## src/rtl/seg_display_arbiter_pkg.sv

```systemverilog
// Shared types, constants and the digit encoder for the segment display arbiter.
package seg_arb_pkg;

    localparam int unsigned NUM_REQ = 8;
    localparam int unsigned IDX_W   = 3;
    localparam int unsigned SEG_W   = 7;

    typedef enum logic {
        IDLE = 1'b0,
        SHOW = 1'b1
    } state_e;

    // Active-low segments a..g, bit 6 = a.
    localparam logic [SEG_W-1:0] SEG_BLANK = 7'b111_1111;

    // Packed so entry N sits at index N (first element listed is index 7).
    localparam logic [NUM_REQ-1:0][SEG_W-1:0] SEG_DIGITS = {
        7'b0001111,  // 7
        7'b0100000,  // 6
        7'b0100100,  // 5
        7'b1001100,  // 4
        7'b0000110,  // 3
        7'b0010010,  // 2
        7'b1001111,  // 1
        7'b0000001   // 0
    };

    function automatic logic [SEG_W-1:0] digit_to_seg(input logic [IDX_W-1:0] digit);
        return SEG_DIGITS[digit];
    endfunction

endpackage

```

## src/rtl/seg_display_arbiter_rr_pick.sv

```systemverilog
// Combinational picker: first set candidate searching downward from an origin,
// wrapping 0 -> 7. In fixed mode the origin is forced to the top index.
module rr_pick
    import seg_arb_pkg::*;
(
    input  logic [NUM_REQ-1:0] cand_i,
    input  logic [IDX_W-1:0]   start_i,
    input  logic               rr_mode_i,
    output logic [NUM_REQ-1:0] winner_o,
    output logic [IDX_W-1:0]   idx_o,
    output logic               found_o
);

    logic [IDX_W-1:0] origin_c;

    assign origin_c = rr_mode_i ? start_i : IDX_W'(NUM_REQ - 1);

    // Descending wrap-around scan; the first hit wins.
    always_comb begin
        logic             hit;
        logic [IDX_W-1:0] pos;
        logic [IDX_W-1:0] win;
        hit = 1'b0;
        win = '0;
        pos = '0;
        for (int k = 0; k < NUM_REQ; k++) begin
            pos = origin_c - IDX_W'(k);
            if (!hit && cand_i[pos]) begin
                hit = 1'b1;
                win = pos;
            end
        end
        found_o  = hit;
        idx_o    = win;
        winner_o = hit ? (NUM_REQ'(1) << win) : '0;
    end

endmodule

```

## src/rtl/seg_display_arbiter.sv

```systemverilog
// Time-shares one 7-segment digit among 8 requesters with a minimum dwell per grant.
module seg_display_arbiter
    import seg_arb_pkg::*;
#(
    parameter int unsigned DWELL_CYCLES = 1000,
    parameter bit          ROUND_ROBIN  = 1'b1
)
(
    input  logic               clk,
    input  logic               rst,
    input  logic [NUM_REQ-1:0] req,
    output logic [NUM_REQ-1:0] grant,
    output logic               grant_valid,
    output logic [IDX_W-1:0]   grant_id,
    output logic [SEG_W-1:0]   seg
);

    localparam int unsigned     CNT_W   = (DWELL_CYCLES > 1) ? $clog2(DWELL_CYCLES) : 1;
    localparam logic [CNT_W-1:0] CNT_MAX = CNT_W'(DWELL_CYCLES - 1);

    state_e             state_q, state_d;
    logic [CNT_W-1:0]   cnt_q, cnt_d;
    logic [IDX_W-1:0]   ptr_q, ptr_d;
    logic [NUM_REQ-1:0] grant_q, grant_d;
    logic [IDX_W-1:0]   id_q, id_d;
    logic               valid_q, valid_d;
    logic [SEG_W-1:0]   seg_q, seg_d;

    logic               expired_c;
    logic [NUM_REQ-1:0] cand_c;
    logic [IDX_W-1:0]   start_c;
    logic [NUM_REQ-1:0] pick_winner_c;
    logic [IDX_W-1:0]   pick_idx_c;
    logic               pick_found_c;
    logic               take_new_c;
    logic               drop_c;

    assign expired_c = (cnt_q == CNT_MAX);
    // While showing, the current holder is excluded so any other requester can take over.
    assign cand_c    = (state_q == SHOW) ? (req & ~grant_q) : req;
    assign start_c   = ptr_q - IDX_W'(1);

    rr_pick u_pick (
        .cand_i    (cand_c),
        .start_i   (start_c),
        .rr_mode_i (ROUND_ROBIN),
        .winner_o  (pick_winner_c),
        .idx_o     (pick_idx_c),
        .found_o   (pick_found_c)
    );

    // State register.
    always_ff @(posedge clk) begin
        if (rst) state_q <= IDLE;
        else     state_q <= state_d;
    end

    // Next-state and grant/release decision.
    always_comb begin
        state_d    = state_q;
        take_new_c = 1'b0;
        drop_c     = 1'b0;
        case (state_q)
            IDLE: begin
                if (pick_found_c) begin
                    state_d    = SHOW;
                    take_new_c = 1'b1;
                end
            end
            SHOW: begin
                if (expired_c) begin
                    if (pick_found_c) begin
                        take_new_c = 1'b1;
                    end else if (!req[id_q]) begin
                        state_d = IDLE;
                        drop_c  = 1'b1;
                    end
                end
            end
            default: state_d = IDLE;
        endcase
    end

    // Next values for the dwell counter, pointer and registered outputs.
    always_comb begin
        cnt_d   = cnt_q;
        ptr_d   = ptr_q;
        grant_d = grant_q;
        id_d    = id_q;
        valid_d = valid_q;
        seg_d   = seg_q;
        if (state_q == SHOW && !expired_c) begin
            cnt_d = cnt_q + CNT_W'(1);
        end
        if (take_new_c) begin
            cnt_d   = '0;
            ptr_d   = pick_idx_c;
            grant_d = pick_winner_c;
            id_d    = pick_idx_c;
            valid_d = 1'b1;
            seg_d   = digit_to_seg(pick_idx_c);
        end else if (drop_c) begin
            cnt_d   = '0;
            grant_d = '0;
            id_d    = '0;
            valid_d = 1'b0;
            seg_d   = SEG_BLANK;
        end
    end

    // Datapath and output registers; all outputs update together so they stay consistent.
    always_ff @(posedge clk) begin
        if (rst) begin
            cnt_q   <= '0;
            ptr_q   <= '0;
            grant_q <= '0;
            id_q    <= '0;
            valid_q <= 1'b0;
            seg_q   <= SEG_BLANK;
        end else begin
            cnt_q   <= cnt_d;
            ptr_q   <= ptr_d;
            grant_q <= grant_d;
            id_q    <= id_d;
            valid_q <= valid_d;
            seg_q   <= seg_d;
        end
    end

    assign grant       = grant_q;
    assign grant_valid = valid_q;
    assign grant_id    = id_q;
    assign seg         = seg_q;

endmodule
```

## config.mk

```make
export PLATFORM = sky130hd
export DESIGN_NAME = seg_display_arbiter
export DESIGN_NICKNAME = d
export VERILOG_FILES = /design/src/rtl/seg_display_arbiter_pkg.sv /design/src/rtl/seg_display_arbiter_rr_pick.sv /design/src/rtl/seg_display_arbiter.sv
export SDC_FILE = /design/constraint.sdc
export NUM_CORES = 1
export LEC_CHECK = 0
export CAP_MARGIN = 20
export CORE_ASPECT_RATIO = 0.9
export CORE_MARGIN = 2
export CORE_UTILIZATION = 60
export CTS_BUF_LIST = sky130_fd_sc_hd__clkbuf_2
export DETAILED_ROUTE_END_ITERATION = 16
export PLACE_DENSITY = 0.9
export SYNTH_ARGS = -nofsm -noshare
export SYNTH_HDL_FRONTEND = slang
export SYNTH_SLANG_ARGS = --single-unit
```

## constraint.sdc

```tcl
create_clock -name clk -period 11.1 [get_ports clk]
set_input_delay 2.22 -clock clk [delete_from_list [all_inputs] [get_ports clk]]
set_output_delay 2.22 -clock clk [all_outputs]
set_load 0.02 [all_outputs]
```

==> flow_metrics.py <==
metrics = {
    "timing": {
        "period_share": 0.481,
        "worstMarginPinSlew_ns": 1.04,
        "setup-violations-final": 0,
        "finalHoldViolations": 0,
        "slew_violations": 0,
        "fin_skew_ns": 0.0219,
        "setup_tns_ns": 0,
        "min_period_ns": 5.34,
        "slew_headroom": 0.306,
        "max_freq_mhz": 187,
        "rsz0062_at_grt": "false",
    },
    "floorplan": {
        "die_area_mm2": 0.00471,
        "row_count": 22,
        "initial_core_util": 0.619,
        "die_h_um": 65.3,
        "die_w_um": 72.1,
        "coreArea_mm2": 0.00405,
        "pin_count": 29,
    },
    "worst_setup_path": {
        "cpLargestDelayFamily": "compound AO/OA/AOI/OAI gates",
        "slowest_stage": "a2111oi_4",
        "path_max_fanout": 8,
        "cp-end-kind": "register",
        "cp.required_ns": 11.38,
        "startpoint_type": "input pin",
        "crit_path_cell_trace": "clkdlybuf4s50_1 -> a21boi_0 -> mux2i_1 -> mux4_2 -> nand2_1 -> a21oi_1 -> nand3b_1 -> a2111oi_4 -> inv_1 -> ha_1 -> a21oi_1 -> a21oi_1",
        "cpPeakStageDelay_ns": 0.63,
        "path_common_cell": "a21oi_1",
        "path_class": "in -> reg",
        "arrival_ns": 5.61,
        "cp_num_buf_inv": 2,
    },
    "global_routing": {
        "grt_first_pass_wirelength_um": 10000,
        "gr-usage-all-layers": 0.272,
        "grt_pass1_vias": 2088,
        "grt_start_max_net_pins": 27,
        "antenna_found_initial": 0,
        "gr-total-overflow": 0,
    },
    "synthesis": {
        "synth_top_family_by_area": "compound AO/OA/AOI/OAI gates",
        "ys_seq_area_frac": 0.264,
        "synth_cell_types": 55,
        "synthCells": 281,
        "yosys.area.top_type": "dfxtp_1",
        "synth_area_leaders": "dfxtp_1 26%, mux4_2 8.1%, mux2i_1 8.0%, ha_1 4.5%, nand2_1 4.5%",
        "synthAdderAreaFrac": 0.0449,
        "syn-num-nets": 300,
        "synthArstFlopShare": 0,
        "yosys.area.top_type_share": 0.264,
        "synthXorXnorAreaFrac": 0.0629,
        "avgSynthCellArea_um2": 8.92,
        "synth_mux_area_frac": 0.180,
        "synthTopCellsByCount": "33 x dfxtp_1, 30 x nand2_1, 30 x nor2_1",
        "ys_seq_elements": 33,
        "synthSimpleGateAreaFrac": 0.191,
        "synth_edf_count": 0,
        "syn_area_mm2": 0.00251,
        "synth_warnings": 0,
        "synth_compound_area_frac": 0.201,
        "synth_ff_type": "dfxtp_1",
        "yosysMostFrequentCell": "dfxtp_1",
    },
    "route": {
        "drt_pass1_iterations": 4,
        "wl_per_cell_um": 17.6,
        "vias": 2255,
        "wl_um": 6180,
        "drt-vias-per-instance": 6.44,
        "ant_nets": 0,
        "drt_iter0_drc": 174,
        "drc_errors": 0,
    },
    "place": {
        "placed_cells": 342,
        "hpwl_um": 4750,
        "dpl_cell_area_mm2": 0.00274,
        "gp_congestion": 0.927,
        "io_buffers": 28,
    },
    "clocking": {
        "cts_resized": 0,
        "cts_tree": "yes",
        "clock_latency_ns": 0.39,
        "cts_setup_buffers": 0,
        "cts-root-buf": "clkbuf_2",
        "htreeDepth": 2,
        "cts_buffers": 5,
        "hold_buffers": 0,
        "cts_sinks": 33,
        "path_clk_slew_ns": 0.15,
        "cts_buffer_depth": 2,
    },
    "final_layout": {
        "n_antenna_cell": 0,
        "final_layout_size_suffix_gt1_frac": 0.106,
        "instances_no_fill": 350,
        "nets": 320,
        "final_util": 0.687,
        "area_delta_synth_final_pct": 10.9,
        "stdcell_area_mm2": 0.00278,
        "nFillCells": 330,
    },
    "outcome": {
        "run_status": "completed",
    },
    "hold_path": {
        "holdCritPathClass": "reg -> reg",
    },
    "run": {
        "cap_violations": 0,
    },
}
## registers in the layout, summed over array words and instances, names as in the netlist
| register | flops |
|---|---|
| grant_valid | 1 |
| grant | 8 |
| state_q | 1 |
| ptr_q | 3 |
| grant_id | 3 |
| seg | 7 |
| cnt_q | 10 |
## placed cells by master (no fill, tap or decap), drive strengths merged, types with 8 or more instances in the layout
| cell type | instances |
|---|---|
| nand2 | 31 |
| inv | 8 |
| ha | 9 |
| clkdlybuf4s50 | 28 |
| mux2i | 20 |
| dfxtp | 33 |
| a21oi | 22 |
| mux4 | 9 |
| nor2 | 30 |
| xor2 | 8 |
## stage by stage
stage	hold WS (ns)	setup WS [ns]
after CTS	0.479	5.81
after detailed placement	0.454	5.41
after global routing	0.503	5.58
final	0.473	5.76
after global placement	0.435	5.57
after floorplan	0.472	6.41
## layer usage
| layer | global-route usage | share of wire | routed length, um | vias up |
|---|---|---|---|---|
| met2 | 0.444 | 0.49 | 3000 | 100 |
| met3 | 0.0429 | 0.076 | 472 | 15 |
| met4 | 0.0943 | 0.018 | 109 | 0 |
| met5 | 0 | 0 | 0 | - |
| met1 | 0.365 | 0.42 | 2590 | 1080 |
| li1 | - | - | - | 1060 |
## cells by family after synthesis
logic type               after synthesis
XOR/XNOR                              15
multiplexers                          33
buffers and inverters                 24
AND/OR/NAND/NOR                      100
AO/OA/AOI/OAI                         67
adder cells (fa/ha/maj)                9
flip-flops                            33
## final cells by class
type	instances	area, um2	area share
Multi-Input combinational cell	224	1700	0.613
Inverter	8	30.0	0.0108
Clock inverter	3	12.5	0.00450
Clock buffer	5	25.0	0.00900
Timing Repair Buffer	29	288	0.104
Sequential cell	33	661	0.238
Tap cell	48	60.1	0.0216
## worst min-delay path: stages (launching register included)
cell     delay, ns
dfxtp_1       0.34
nand2_1       0.06
nand2_1       0.05
## path summary, 6_finish.rpt
check,end,start,slack (ns),cells after the start
worst max-delay path,seg[0],req[3],5.76,12
worst min-delay path,grant_valid,grant_valid,0.47,2
worst max register to register,seg[1],ptr_q[0],6.84,12
worst min register to register,grant_valid,grant_valid,0.47,2
Power is left out: the tool's default activity adds up to more than one toggle a clock period on the data nets, which glitch-free logic cannot reach.
